File: config.mk
export PLATFORM = sky130hd
export DESIGN_NAME = pulse_decoder
export DESIGN_NICKNAME = d
export VERILOG_FILES = /design/src/rtl/pulse_decoder.sv
export SDC_FILE = /design/constraint.sdc
export NUM_CORES = 1
export LEC_CHECK = 0
export ABC_CLOCK_PERIOD_IN_PS = 2009
export BUFFER_PORTS_ARGS = -buffer_cell sky130_fd_sc_hd__buf_2
export CORE_MARGIN = 10
export CORE_UTILIZATION = 30
export CTS_CLUSTER_SIZE = 24
export DETAILED_ROUTE_END_ITERATION = 6
export GPL_TIMING_DRIVEN = 0
export HOLD_SLACK_MARGIN = 0.08
export MAX_ROUTING_LAYER = met4
export REMOVE_ABC_BUFFERS = 1
export SLEW_MARGIN = 20
export SYNTH_ARGS = -nofsm -noshare
export SYNTH_HDL_FRONTEND = slang
export SYNTH_SLANG_ARGS = --single-unit
File: constraint.sdc
create_clock -name clk -period 2.01 [get_ports clk]
set_input_delay 0.201 -clock clk [delete_from_list [all_inputs] [get_ports clk]]
set_output_delay 0.201 -clock clk [all_outputs]
set_load 0.02 [all_outputs]
File: src/rtl/pulse_decoder.sv
// ---------------------------------------------------------------------------
// pulse_decoder
//
// Watches the two lines coming out of a pulse generator and summarises each
// burst. A burst is the span in which the level line L is high; every rising
// edge of P seen while L is high counts as one pulse. When L drops, the
// decoder strobes done and presents the pulse count, whether the burst held
// several pulses, and (optionally) the spacing of the last two pulses.
//
// Optional feature macro:
//   PULSE_DECODER_PERIOD_EN  - when defined, builds an interval counter and
//                              reports the spacing of the last two pulses on
//                              period; when undefined, period is tied to 0.
//
// Parameters:
//   CNT_W   width of count and period (legal 2..16)
//
// Ports:
//   clk     in   rising-edge clock
//   reset   in   synchronous, active-high reset
//   P       in   pulse line (one-cycle-high pulses)
//   L       in   burst-level line (high for the whole burst)
//   active  out  high while the registered state is BURST
//   done    out  one-cycle strobe, burst finished; count/multi/period valid
//   count   out  pulses in the last completed burst (saturating)
//   multi   out  last completed burst held two or more pulses
//   period  out  cycles between the last two pulses of the last burst
//   err     out  one-cycle strobe: P high with L low, or P high twice in a row
// ---------------------------------------------------------------------------
module pulse_decoder #(
    parameter int CNT_W = 8
) (
    input  logic             clk,
    input  logic             reset,
    input  logic             P,
    input  logic             L,
    output logic             active,
    output logic             done,
    output logic [CNT_W-1:0] count,
    output logic             multi,
    output logic [CNT_W-1:0] period,
    output logic             err
);

    typedef enum logic {
        IDLE  = 1'b0,
        BURST = 1'b1
    } state_t;

    localparam logic [CNT_W-1:0] CNT_MAX = '1;
    localparam logic [CNT_W-1:0] CNT_ONE = CNT_W'(1);
    localparam logic [CNT_W-1:0] CNT_TWO = CNT_W'(2);

    state_t           state;
    state_t           state_d;
    logic             burst_start;
    logic             burst_end;
    logic             pulse;
    logic             err_d;
    logic             p_prev;
    logic [CNT_W-1:0] pulse_cnt;

    // State register. Reset wins over everything, including a burst in
    // progress, so an aborted burst never produces a done strobe.
    always_ff @(posedge clk) begin
        if (reset) begin
            state <= IDLE;
        end else begin
            state <= state_d;
        end
    end

    // Next-state logic plus the single-cycle events derived from the sampled
    // inputs. The state simply follows L, so back-to-back bursts separated by
    // one low sample still produce an IDLE visit and therefore their own done.
    always_comb begin
        state_d     = state;
        burst_start = 1'b0;
        burst_end   = 1'b0;
        case (state)
            IDLE: begin
                if (L) begin
                    state_d     = BURST;
                    burst_start = 1'b1;
                end
            end
            BURST: begin
                if (!L) begin
                    state_d   = IDLE;
                    burst_end = 1'b1;
                end
            end
            default: state_d = IDLE;
        endcase
        // A pulse is a rising edge of P qualified by L; it can land on the
        // very edge that opens the burst.
        pulse = P && !p_prev && L;
        // A high P is illegal outside a burst, and P must never be high on
        // two consecutive samples. Neither case ever forms a pulse, so an
        // error cannot disturb the count.
        err_d = P && (!L || p_prev);
    end

    assign active = (state == BURST);

    // Pulse history and the running pulse count. The count is cleared on
    // the edge that opens a burst, then a pulse on that same edge is added.
    always_ff @(posedge clk) begin
        if (reset) begin
            p_prev    <= 1'b0;
            pulse_cnt <= '0;
        end else begin
            p_prev <= P;
            if (burst_start) begin
                pulse_cnt <= pulse ? CNT_ONE : '0;
            end else if (pulse && (pulse_cnt != CNT_MAX)) begin
                pulse_cnt <= pulse_cnt + CNT_ONE;
            end
        end
    end

    // Result registers and strobes. count/multi hold between done strobes;
    // done and err are pure one-cycle strobes.
    always_ff @(posedge clk) begin
        if (reset) begin
            done  <= 1'b0;
            err   <= 1'b0;
            count <= '0;
            multi <= 1'b0;
        end else begin
            done <= burst_end;
            err  <= err_d;
            if (burst_end) begin
                count <= pulse_cnt;
                multi <= (pulse_cnt >= CNT_TWO);
            end
        end
    end

`ifdef PULSE_DECODER_PERIOD_EN
    logic [CNT_W-1:0] ivl_cnt;
    logic [CNT_W-1:0] last_ivl;

    // Interval measurement. ivl_cnt counts edges since the most recent
    // pulse (restarting at 1 on each pulse, saturating). At every pulse the
    // elapsed interval is captured into last_ivl, so at the end of the burst
    // last_ivl holds the spacing of the final two pulses. The value captured
    // on the first pulse of a burst is meaningless but is always overwritten
    // by a second pulse, and period is forced to 0 when fewer than two
    // pulses were seen.
    always_ff @(posedge clk) begin
        if (reset) begin
            ivl_cnt  <= '0;
            last_ivl <= '0;
            period   <= '0;
        end else begin
            if (burst_start) begin
                ivl_cnt  <= pulse ? CNT_ONE : '0;
                last_ivl <= '0;
            end else if (state == BURST) begin
                if (pulse) begin
                    last_ivl <= ivl_cnt;
                    ivl_cnt  <= CNT_ONE;
                end else if (ivl_cnt != CNT_MAX) begin
                    ivl_cnt <= ivl_cnt + CNT_ONE;
                end
            end
            if (burst_end) begin
                period <= (pulse_cnt >= CNT_TWO) ? last_ivl : '0;
            end
        end
    end
`else
    assign period = '0;
`endif

endmodule
==> results of run 1 <==
[kinds of logic after synthesis]
logic type	Yosys count
simple gates	47
compound gates	26
flops	21
buf+inv	18
fa+ha+maj	2
other cells	1
[power groups by stage]
stage / Combinational (mW) / Clock, mW / Sequential (mW)
after global routing: 0.0673 / 0.228 / 0.431
after global placement: 0.0600 / 0 / 0.439
after floorplan: 0.0373 / 0 / 0.443
after detailed placement: 0.0606 / 0 / 0.439
final: 0.0611 / 0.204 / 0.430
after CTS: 0.0610 / 0.209 / 0.429
[per-layer routing]
| metal | vias to the layer above | track usage |
|---|---|---|
| li1 | 414 | - |
| met1 | 385 | 0.0784 |
| met2 | 17 | 0.115 |
| met3 | 2 | 0.0159 |
| met4 | 0 | 0.0376 |
| met5 | - | - |
[cell usage after synthesis, drive strengths merged]
library cell,instances,area [µm²]
nand3,1,17.5
a31oi,3,18.8
nand2b,2,12.5
ha,2,25.0
nand3b,1,7.51
a21o,1,7.51
nand2,17,63.8
nor2b,5,31.3
nand4b,1,8.76
conb,1,3.75
and4b,1,10.0
dfxtp,21,420
inv,4,15.0
clkbuf,2,8.75
and3,5,35.0
nor3,1,5.00
a311oi,4,47.6
a21oi,10,50.1
nor4,3,25.0
a21boi,1,7.51
and4,2,17.5
and2,2,12.5
a41oi,1,8.76
buf,12,86.3
nor2,4,15.0
a211oi,6,50.1
and3b,1,8.76
or2b,1,7.51
[flip-flops by register name, summed over array words and instances (netlist names)]
name and cells:
pulse_cnt 8, active 1, multi 1, p_prev 1, err 1, done 1, count 8
[per-stage QoR]
step	setup WS (ps)	power [mW]
after floorplan	723	0.480
after global placement	588	0.499
after detailed placement	516	0.500
after CTS	474	0.699
after global routing	334	0.726
final	504	0.695
[final cells by class]
class                      instances  share of cell area
clock inverter                     1             0.00447
inverter                           4              0.0134
tap                               46              0.0515
sequential                        21               0.376
clock buffer                       3              0.0201
timing repair buffer              15              0.0671
multi-input combinational         83               0.468
[path summary, 6_finish.rpt]
kind | slack, ps | endpoint | cells after the start
min reg2reg | 460 | count[7]$_SDFFE_PP0P_ | 2
min | 180 | p_prev$_SDFF_PP0_ | 3
max reg2reg | 500 | pulse_cnt[6]$_SDFFE_PP0P_ | 4
max | 500 | pulse_cnt[6]$_SDFFE_PP0P_ | 4
[critical path: stages, from the launching register on]
cell                       delay (ps)
sky130_fd_sc_hd__dfxtp_1          450
sky130_fd_sc_hd__ha_1             290
sky130_fd_sc_hd__and4b_1          320
sky130_fd_sc_hd__a31oi_1          110
sky130_fd_sc_hd__a311oi_1         250
==> metrics.log, run 1 <==
[metrics] Post-DRT Antenna Nets: 0
[metrics] detailed-route via count: around 800
[metrics] pin slew with the least headroom to its limit: 541 ps
[metrics] area after detailed placement: roughly 1100 µm²
[metrics] CTS hold repair buffers: 0
[metrics] Post-Synth XOR/XNOR Area: 0
[metrics] total global routing overflow: 0
[metrics] total internal power: around 0.5 mW
[metrics] sequential group share of total power: 0.618
[metrics] class of the most critical setup path: flip-flop to flip-flop
[metrics] number of global-route vias before repair: 808
[metrics] post-synthesis cell type count: 35
[metrics] Slew Limit Fails: 0
[metrics] Psw: around 0.18 mW
[metrics] worst slew margin relative to its limit: 0.639
[metrics] H-tree Lvls: 1
[metrics] setup_tns: 0 ps
[metrics] maximum clock frequency: around 660 MHz
[metrics] TritonCTS sink count: 21
[metrics] Area Overhead vs Synth: 8.89%
[metrics] post-synthesis share of cell area spent on full adders, half adders and majority gates: 0.0244
[metrics] Tot GR Track Use: 0.0705
[metrics] start point of the critical path: pulse_cnt[1]$_SDFFE_PP0P_
[metrics] Die Area: 6160 µm²
[metrics] Residual DRC: 0
[metrics] area taken by flip-flops and latches: 420 µm²
[metrics] required time of the critical path: ~2200 ps
[metrics] ratio of routed vias to standard cells: ~4.7
[metrics] Avg WL per Cell: about 12 µm
[metrics] worst hold slack: 184 ps
[metrics] switching share of total power: 0.260
[metrics] buffer count from post-CTS setup fixing: 0
[metrics] First-pass DRT Iterations: 4
[metrics] Final Instance Count excl. Fillers: around 170
[metrics] Worst Path Max Fanout: 6
[metrics] CTS root buffer: sky130_fd_sc_hd__clkbuf_4
[metrics] netlist area before placement: 1030 µm²
[metrics] number of antenna cells inserted: 0
[metrics] Comb power frac: 0.088
[metrics] pin count of the biggest net entering global routing: 16
[metrics] first-pass GRT wire length: roughly 3600 µm
[metrics] number of core rows: 21
[metrics] most common cell after layout, fill and taps aside: sky130_fd_sc_hd__dfxtp_1
[metrics] Detail Route met3 WL: about 52 µm
[metrics] final number of setup-violating endpoints: 0
[metrics] sequential-to-total area share from yosys stat: 0.409
[metrics] clk buf depth: 2
[metrics] met1 wire length: slightly below 1000 µm
[metrics] highest routed metal layer: met4
[metrics] proportion of layout cells with a drive suffix above 1: 0.213
[metrics] type of destination of the critical path: flip-flop
[metrics] gpl congestion: 0.720
[metrics] Gates resized, CTS repair: 0
[metrics] largest clock skew in the final design: ~5.4 ps
[metrics] Leakage Power: approximately 0.45 nW
[metrics] worst path arrival time: roughly 1700 ps
[metrics] HPWL reported at the end of detailed placement: 1620 µm
[metrics] # Max-Cap Violations: 0
[metrics] Tmin final: roughly 1500 ps
[metrics] latest clock arrival within the worst-skew pair: roughly 300 ps
[metrics] Simple-Gate Fraction of Synth Area: 0.270
[metrics] worst hold-check path type: input pin to flip-flop
[metrics] clock-pin slew on the worst setup and hold paths: around 120 ps
[metrics] commonest non-fill, non-tap cells in the layout: 21 x sky130_fd_sc_hd__dfxtp_1, 17 x sky130_fd_sc_hd__nand2_1, 15 x sky130_fd_sc_hd__buf_2, 10 x sky130_fd_sc_hd__a21oi_1, 8 x sky130_fd_sc_hd__conb_1
[metrics] syn avg cell area: just under 9 µm²
[metrics] fillers: 387
[metrics] synthesized instance count: roughly 120
[metrics] Layout Utilization: 0.338
[metrics] number of buffers created by CTS: 3
[metrics] core area: approximately 3300 µm²
[metrics] total of flip-flops plus latches after synthesis: 21
[metrics] total non-filler cell area in the finished layout: between 1000 and 1500 µm²
[metrics] initial antenna violation count: 0
[metrics] RSZ-0062 raised after global routing: no
[metrics] share of power burned in the clock network: 0.294
[metrics] starting density of the core: 0.310
[metrics] power density normalized to cell area: 621 nW/µm²
[metrics] violation count after the first detailed-routing iteration: 33
[metrics] Yosys Warn Count: 0
[metrics] instance count after placement with tap cells included: 169
[metrics] Die X-Extent: just under 80 µm
[metrics] share of the cycle needed by the critical path after routing: 0.749
[metrics] y dimension of the die: 78.5 µm
[metrics] area of the multi-input gates: ~520 µm²
[metrics] result of the run: finished clean
[metrics] clock tree from TritonCTS: yes
[metrics] IO Pins: 24
[metrics] buffers added on ports: 15
[metrics] dominant combinational cell family by area after synthesis: simple AND/OR/NAND/NOR gates
[metrics] Peak VDD IR: about 160 µV
[metrics] final count of hold timing violations: 0
[metrics] nets: about 130
[metrics] hold_sp: P
[metrics] compound-cell area share of the yosys netlist: 0.185
[metrics] final wirelength: 2120 µm
[metrics] crit path launch type: flip-flop
[metrics] Crit Reg-Reg Startpoint: pulse_cnt[1]$_SDFFE_PP0P_
[metrics] Routed met2 length: 1050 µm
[metrics] proportion of synthesized area in mux cells: 0
No activity file was read; power rests on OpenSTA's default activity.
==> run 2, diff against run 1 <==
--- a/config.mk
+++ b/config.mk
@@ -5,7 +5,7 @@
 export SDC_FILE = /design/constraint.sdc
 export NUM_CORES = 1
 export LEC_CHECK = 0
-export ABC_CLOCK_PERIOD_IN_PS = 2009
+export ABC_CLOCK_PERIOD_IN_PS = 1560
 export BUFFER_PORTS_ARGS = -buffer_cell sky130_fd_sc_hd__buf_2
 export CORE_MARGIN = 10
 export CORE_UTILIZATION = 30
==> constraint.sdc (replaced) <==
create_clock -name clk -period 1.56 [get_ports clk]
set_input_delay 0.156 -clock clk [delete_from_list [all_inputs] [get_ports clk]]
set_output_delay 0.156 -clock clk [all_outputs]
set_load 0.02 [all_outputs]
==> run 2 against run 1 <==
  * Maximum frequency increased by 3.7%
  * Largest cell class unchanged
  * Sequential power increased by 29%
  * Die area unchanged
  * Clock power increased by 26%
  * Critical endpoint is now pulse_cnt[4]$_SDFFE_PP0P_
  * Highest routed layer unchanged
  * Clock skew about the same
==> metrics.log, run 2 (synthesis results as in run 1) <==
[metrics] clock-pin slew on the worst setup and hold paths: 120 ps (about the same)
[metrics] most common cell after layout, fill and taps aside: sky130_fd_sc_hd__dfxtp_1
[metrics] class of the most critical setup path: flip-flop to flip-flop
[metrics] worst slew margin relative to its limit: 0.626 (-0.0129)
[metrics] Worst Reg2Reg Path Length in Cells: 3 (-1)
[metrics] total global routing overflow: 0 (unchanged)
[metrics] IO Pins: 24 (unchanged)
[metrics] detailed-route via count: 808 (-1.2%)
[metrics] Psw: 0.228 mW (+26%)
[metrics] switching share of total power: 0.256 (-0.00435)
[metrics] Worst Path Max Fanout: 9 (+3)
[metrics] HPWL reported at the end of detailed placement: 1620 µm (unchanged)
[metrics] Die X-Extent: 78.5 µm (unchanged)
[metrics] first-pass GRT wire length: 3570 µm (unchanged)
[metrics] largest clock skew in the final design: 5.86 ps (+0.460 ps)
[metrics] total internal power: 0.663 mW (+29%)
[metrics] TritonCTS sink count: 21 (unchanged)
[metrics] setup_tns: 0 ps (unchanged)
[metrics] worst hold-check path type: input pin to flip-flop
[metrics] Peak VDD IR: 208 µV (+26%)
[metrics] type of destination of the critical path: flip-flop
[metrics] final count of hold timing violations: 0 (unchanged)
[metrics] number of buffers created by CTS: 3 (unchanged)
[metrics] H-tree Lvls: 1 (unchanged)
[metrics] clk buf depth: 2 (unchanged)
[metrics] crit path launch type: flip-flop
[metrics] worst path arrival time: 1680 ps (-40 ps)
[metrics] Residual DRC: 0 (unchanged)
[metrics] maximum clock frequency: 689 MHz (+3.7%)
[metrics] share of power burned in the clock network: 0.290 (-0.004)
[metrics] power density normalized to cell area: 793 nW/µm² (+28%)
[metrics] Area Overhead vs Synth: 9.38%
[metrics] latest clock arrival within the worst-skew pair: 300 ps (about the same)
[metrics] Tot GR Track Use: 0.0705 (unchanged)
[metrics] buffer count from post-CTS setup fixing: 0 (unchanged)
[metrics] starting density of the core: 0.310 (unchanged)
[metrics] y dimension of the die: 78.5 µm (unchanged)
[metrics] share of the cycle needed by the critical path after routing: 0.931 (+0.181)
[metrics] layer carrying the most global-route usage: met2
[metrics] clock tree from TritonCTS: yes
[metrics] First-pass DRT Iterations: 4 (unchanged)
[metrics] Final Instance Count excl. Fillers: 173 (unchanged)
[metrics] pin count of the biggest net entering global routing: 16 (unchanged)
[metrics] nets: 134 (unchanged)
[metrics] CTS root buffer: sky130_fd_sc_hd__clkbuf_4
[metrics] leading registers by flop count: count: 8 flops, pulse_cnt: 8 flops
[metrics] proportion of layout cells with a drive suffix above 1: 0.236 (+0.0236)
[metrics] number of global-route vias before repair: 808 (unchanged)
[metrics] worst hold slack: 143 ps (-41.2 ps)
[metrics] Avg WL per Cell: 12.3 µm (+0.71%)
[metrics] ratio of routed vias to standard cells: 4.67 (-1.2%)
[metrics] instance count after placement with tap cells included: 169 (unchanged)
[metrics] Post-DRT Antenna Nets: 0 (unchanged)
[metrics] violation count after the first detailed-routing iteration: 30 (-9.1%)
[metrics] core area: 3310 µm² (unchanged)
[metrics] required time of the critical path: 1790 ps (-440 ps)
[metrics] RSZ-0062 raised after global routing: no
[metrics] sequential group share of total power: 0.622 (+0.004)
[metrics] final number of setup-violating endpoints: 0 (unchanged)
[metrics] Die Area: 6160 µm² (unchanged)
[metrics] number of core rows: 21 (unchanged)
[metrics] result of the run: finished clean
[metrics] gpl congestion: 0.720 (unchanged)
[metrics] met2 usage in global routing: 0.115 (unchanged)
[metrics] number of antenna cells inserted: 0 (unchanged)
[metrics] Cells on Worst Hold Path: 3 (unchanged)
[metrics] initial antenna violation count: 0 (unchanged)
[metrics] Leakage Power: 0.445 nW (-0.44%)
[metrics] final wirelength: 2140 µm (+0.71%)
[metrics] Tmin final: 1450 ps (-54.3 ps)
[metrics] Comb power frac: 0.089 (about the same)
[metrics] commonest non-fill, non-tap cells in the layout: 19 x sky130_fd_sc_hd__dfxtp_1, 17 x sky130_fd_sc_hd__nand2_1, 15 x sky130_fd_sc_hd__buf_2, 10 x sky130_fd_sc_hd__a21oi_1, 8 x sky130_fd_sc_hd__conb_1
[metrics] met1 Usage GRT: 0.0784 (unchanged)
[metrics] # Max-Cap Violations: 0 (unchanged)
[metrics] Slew Limit Fails: 0 (unchanged)
[metrics] met3 layer usage reported by global route: 0.0159 (unchanged)
[metrics] buffers added on ports: 15 (unchanged)
[metrics] pin slew with the least headroom to its limit: 560 ps (+19.3 ps)
run 2: cell count changes in the layout (fill, tap and decap cells not counted):
cell / before / now
sky130_fd_sc_hd__dfxtp_2: 0 / 2
sky130_fd_sc_hd__ha_1: 2 / 1
sky130_fd_sc_hd__dfxtp_1: 21 / 19
sky130_fd_sc_hd__ha_2: 0 / 1
run 2: routing by layer:
| metal | vias up | wire [µm] |
|---|---|---|
| met5 | - | 0 |
| met4 | 0 | 29 |
| met3 | 2 | 54 |
| met2 | 17 | 1060 |
| met1 | 377 | 993 |
| li1 | 412 | - |
run 2: final timing paths:
| check | slack [ps] | startpoint | to |
|---|---|---|---|
| worst max register to register | 110 | pulse_cnt[3]$_SDFFE_PP0P_ | pulse_cnt[4]$_SDFFE_PP0P_ |
| worst max-delay path | 110 | pulse_cnt[3]$_SDFFE_PP0P_ | pulse_cnt[4]$_SDFFE_PP0P_ |
| worst min register to register | 460 | count[7]$_SDFFE_PP0P_ | count[7]$_SDFFE_PP0P_ |
| worst min-delay path | 140 | P | p_prev$_SDFF_PP0_ |
run 2: repair_timing:
| item | CTS | global route |
|---|---|---|
| hold buffers | 0 | 0 |
| setup endpoints to repair | 0 | 2 |
| gates resized for setup | 0 | 3 |
run 2: metrics by stage:
stage	cell area (µm²)	utilization	worst slack [ps]	total power, mW
after floorplan	958	-	273	0.618
after global placement	1090	0.330	138	0.643
after detailed placement	1090	0.330	65.6	0.644
after CTS	1120	0.338	23.6	0.901
after global routing	1120	0.339	4.91	0.936
final	1120	0.339	108	0.891
run 2: layout make-up:
type | instances | area (µm²)
repair buffers | 15 | 75.1
flip-flops and latches | 21 | 423
fillers | 385 | 2190
clock buffers | 3 | 22.5
multi-input cells | 83 | 526
well taps | 46 | 57.6
inverters | 4 | 15.0
clock inverters | 1 | 5.00
run 2: worst max-delay path, stage by stage, from the launching register on:
cell	delay, ps
sky130_fd_sc_hd__dfxtp_1	480
sky130_fd_sc_hd__and4_1	480
sky130_fd_sc_hd__a21boi_0	180
sky130_fd_sc_hd__a211oi_2	240
run 2: power by group through the flow:
| stage | Combinational (mW) | Clock, mW | Sequential [mW] |
|---|---|---|---|
| after CTS | 0.0786 | 0.269 | 0.553 |
| after floorplan | 0.0481 | 0 | 0.570 |
| final | 0.0789 | 0.258 | 0.554 |
| after detailed placement | 0.0780 | 0 | 0.566 |
| after global routing | 0.0868 | 0.293 | 0.556 |
| after global placement | 0.0772 | 0 | 0.565 |
==> run 3, diff against run 2 <==
--- a/config.mk
+++ b/config.mk
@@ -11,9 +11,9 @@
 export CORE_UTILIZATION = 30
 export CTS_CLUSTER_SIZE = 24
 export DETAILED_ROUTE_END_ITERATION = 6
-export GPL_TIMING_DRIVEN = 0
 export HOLD_SLACK_MARGIN = 0.08
 export MAX_ROUTING_LAYER = met4
+export PLACE_DENSITY_LB_ADDON = 0.08
 export REMOVE_ABC_BUFFERS = 1
 export SLEW_MARGIN = 20
 export SYNTH_ARGS = -nofsm -noshare
==> run 3 against run 2 <==
  * Non-clock buffer count is 7 higher
  * Via count increased by 3.2%
  * Clock skew shrank 5.2 ps
  * Global-route usage grew 0.98 points
  * Cell count rose by 4.0%
  * Critical path type unchanged
  * Critical endpoint is now pulse_cnt[6]$_SDFFE_PP0P_
  * Largest cell class unchanged
  * Largest power group unchanged
  * Highest routed layer unchanged
==> metrics.log, run 3 (synthesis results as in run 1) <==
[metrics] proportion of layout cells with a drive suffix above 1: 0.261 (+0.0250)
[metrics] hold_sp: P
[metrics] nets: 141 (+5.2%)
[metrics] maximum clock frequency: 726 MHz (+5.4%)
[metrics] largest clock skew in the final design: 0.610 ps (-5.25 ps)
[metrics] number of core rows: 21 (unchanged)
[metrics] Tmin final: 1380 ps (-74.6 ps)
[metrics] leading registers by flop count: count: 8 flops, pulse_cnt: 8 flops
[metrics] Tot GR Track Use: 0.0803 (+0.00982)
[metrics] RSZ-0062 raised after global routing: no
[metrics] Die X-Extent: 78.5 µm (unchanged)
[metrics] critical-path cell list: ha_1 -> and4b_1 -> a31oi_1 -> a311oi_1
[metrics] end point of the most critical hold path: p_prev$_SDFF_PP0_
[metrics] starting density of the core: 0.310 (unchanged)
[metrics] type of destination of the critical path: flip-flop
[metrics] result of the run: finished clean
[metrics] minimum setup slack in the final design: 183 ps (+74.6 ps)
[metrics] H-tree Lvls: 1 (unchanged)
[metrics] Leakage Power: 0.486 nW (+9.1%)
[metrics] most common cell after layout, fill and taps aside: sky130_fd_sc_hd__dfxtp_1
[metrics] worst hold-check path type: input pin to flip-flop
[metrics] power density normalized to cell area: 775 nW/µm² (-2.2%)
[metrics] crit path launch type: flip-flop
[metrics] First-pass DRT Iterations: 4 (unchanged)
[metrics] total global routing overflow: 0 (unchanged)
[metrics] Peak VDD IR: 316 µV (+52%)
[metrics] number of antenna cells inserted: 0 (unchanged)
[metrics] TritonCTS sink count: 21 (unchanged)
[metrics] initial antenna violation count: 0 (unchanged)
[metrics] Avg WL per Cell: 12.7 µm (+2.9%)
[metrics] ratio of routed vias to standard cells: 4.63 (-0.80%)
[metrics] violation count after the first detailed-routing iteration: 36 (+20%)
[metrics] final number of setup-violating endpoints: 0 (unchanged)
[metrics] Worst Path Max Fanout: 6 (-3)
[metrics] number of buffer and inverter stages on the critical path: 0 (unchanged)
[metrics] latest clock arrival within the worst-skew pair: 300 ps (about the same)
[metrics] final wirelength: 2290 µm (+7.0%)
[metrics] first-pass GRT wire length: 3990 µm (+12%)
[metrics] gpl congestion: 0.688 (-4.5%)
[metrics] Crit Reg-Reg Startpoint: pulse_cnt[1]$_SDFFE_PP0P_
[metrics] cell with the largest stage delay on the worst path: sky130_fd_sc_hd__dfxtp_2
[metrics] CTS hold repair buffers: 0 (unchanged)
[metrics] share of the cycle needed by the critical path after routing: 0.883 (-0.0478)
[metrics] final count of hold timing violations: 0 (unchanged)
[metrics] number of global-route vias before repair: 854 (+5.7%)
[metrics] register-to-register setup slack: 180 ps (+70 ps)
[metrics] CTS root buffer: sky130_fd_sc_hd__clkbuf_4
[metrics] IO Pins: 24 (unchanged)
[metrics] Top delay family on crit path: flip-flops
[metrics] clock tree from TritonCTS: yes
[metrics] setup_tns: 0 ps (unchanged)
[metrics] Die Area: 6160 µm² (unchanged)
[metrics] Cells on Worst Hold Path: 3 (unchanged)
[metrics] pin count of the biggest net entering global routing: 16 (unchanged)
[metrics] endpoint of the lowest-slack register-to-register path: pulse_cnt[6]$_SDFFE_PP0P_
[metrics] y dimension of the die: 78.5 µm (unchanged)
[metrics] class of the most critical setup path: flip-flop to flip-flop
[metrics] Slew Limit Fails: 0 (unchanged)
[metrics] # Max-Cap Violations: 0 (unchanged)
[metrics] Area Overhead vs Synth: 14.1%
[metrics] clock-pin slew on the worst setup and hold paths: 120 ps (about the same)
[metrics] detailed-route via count: 834 (+3.2%)
[metrics] clk buf depth: 2 (unchanged)
[metrics] number of buffers created by CTS: 3 (unchanged)
[metrics] required time of the critical path: 1790 ps (about the same)
[metrics] HPWL reported at the end of detailed placement: 1770 µm (+9.2%)
[metrics] commonest non-fill, non-tap cells in the layout: 20 x sky130_fd_sc_hd__dfxtp_1, 17 x sky130_fd_sc_hd__nand2_1, 15 x sky130_fd_sc_hd__buf_2, 10 x sky130_fd_sc_hd__a21oi_1, 8 x sky130_fd_sc_hd__conb_1
[metrics] Residual DRC: 0 (unchanged)
[metrics] Largest stage delay, worst path: 390 ps (-90 ps)
[metrics] worst path arrival time: 1610 ps (-70 ps)
[metrics] Post-DRT Antenna Nets: 0 (unchanged)
[metrics] core area: 3310 µm² (unchanged)
[metrics] buffers added on ports: 15 (unchanged)
[metrics] Worst Reg2Reg Path Length in Cells: 4 (+1)
[metrics] setup slack after placement: 133 ps (+67.7 ps)
-- run 3: cell count changes in the layout (fill, tap and decap cells not counted) --
cell                      previous run  this run
sky130_fd_sc_hd__buf_4               0         7
sky130_fd_sc_hd__ha_1                1         2
sky130_fd_sc_hd__ha_2                1         0
sky130_fd_sc_hd__dfxtp_1            19        20
sky130_fd_sc_hd__dfxtp_2             2         1
-- run 3: layout make-up --
class,count,area [µm²]
fill,360,2140
multi-input combinational,83,523
sequential,21,422
timing repair buffer,22,128
tap,46,57.6
clock buffer,3,22.5
inverter,4,15.0
clock inverter,1,5.00
-- run 3: tightest hold or removal path: stages --
cell and delay [ps]:
sky130_fd_sc_hd__buf_2 100, sky130_fd_sc_hd__inv_1 70, sky130_fd_sc_hd__nor2_1 90
-- run 3: stage by stage --
step | instance area (µm²) | utilization | hold slack, ps | cells | power, mW
after floorplan | 958 | - | 223 | 108 | 0.618
after global placement | 1140 | 0.345 | 440 | 176 | 0.649
after detailed placement | 1140 | 0.345 | 443 | 176 | 0.649
after CTS | 1170 | 0.354 | 131 | 180 | 0.923
after global routing | 1170 | 0.354 | 149 | 180 | 0.958
final | 1170 | 0.354 | 135 | 180 | 0.909
-- run 3: layer usage --
layer | share of wire | track usage | routed length [µm]
met1 | 0.49 | 0.101 | 1130
met2 | 0.46 | 0.119 | 1040
met3 | 0.045 | 0.0216 | 103
met4 | 0.0053 | 0.0323 | 12
met5 | 0 | - | 0
-- run 3: repair_timing --
action,CTS,global route
buffers inserted,0,0
setup endpoints to repair,0,1
resized for setup,0,1
-- run 3: where the power goes --
| part | switching (mW) | total [mW] | internal [mW] |
|---|---|---|---|
| sequential | 0.00686 | 0.552 | 0.546 |
| clock | 0.176 | 0.272 | 0.0956 |
| combinational | 0.0600 | 0.0846 | 0.0245 |
| total | 0.243 | 0.909 | 0.666 |
-- run 3: worst max path at each step --
stage / startpoint / to / slack, ps / depth (start not counted)
2_1_floorplan: active$_SDFF_PP0_ / multi$_SDFFE_PP0P_ / 270 / 3
3_3_place_gp: pulse_cnt[1]$_SDFFE_PP0P_ / pulse_cnt[6]$_SDFFE_PP0P_ / 210 / 4
3_5_place_dp: pulse_cnt[1]$_SDFFE_PP0P_ / pulse_cnt[6]$_SDFFE_PP0P_ / 130 / 4
4_1_cts: pulse_cnt[1]$_SDFFE_PP0P_ / pulse_cnt[6]$_SDFFE_PP0P_ / 90 / 4
5_1_grt: pulse_cnt[1]$_SDFFE_PP0P_ / pulse_cnt[6]$_SDFFE_PP0P_ / 20 / 4
6_report: pulse_cnt[1]$_SDFFE_PP0P_ / pulse_cnt[6]$_SDFFE_PP0P_ / 180 / 4
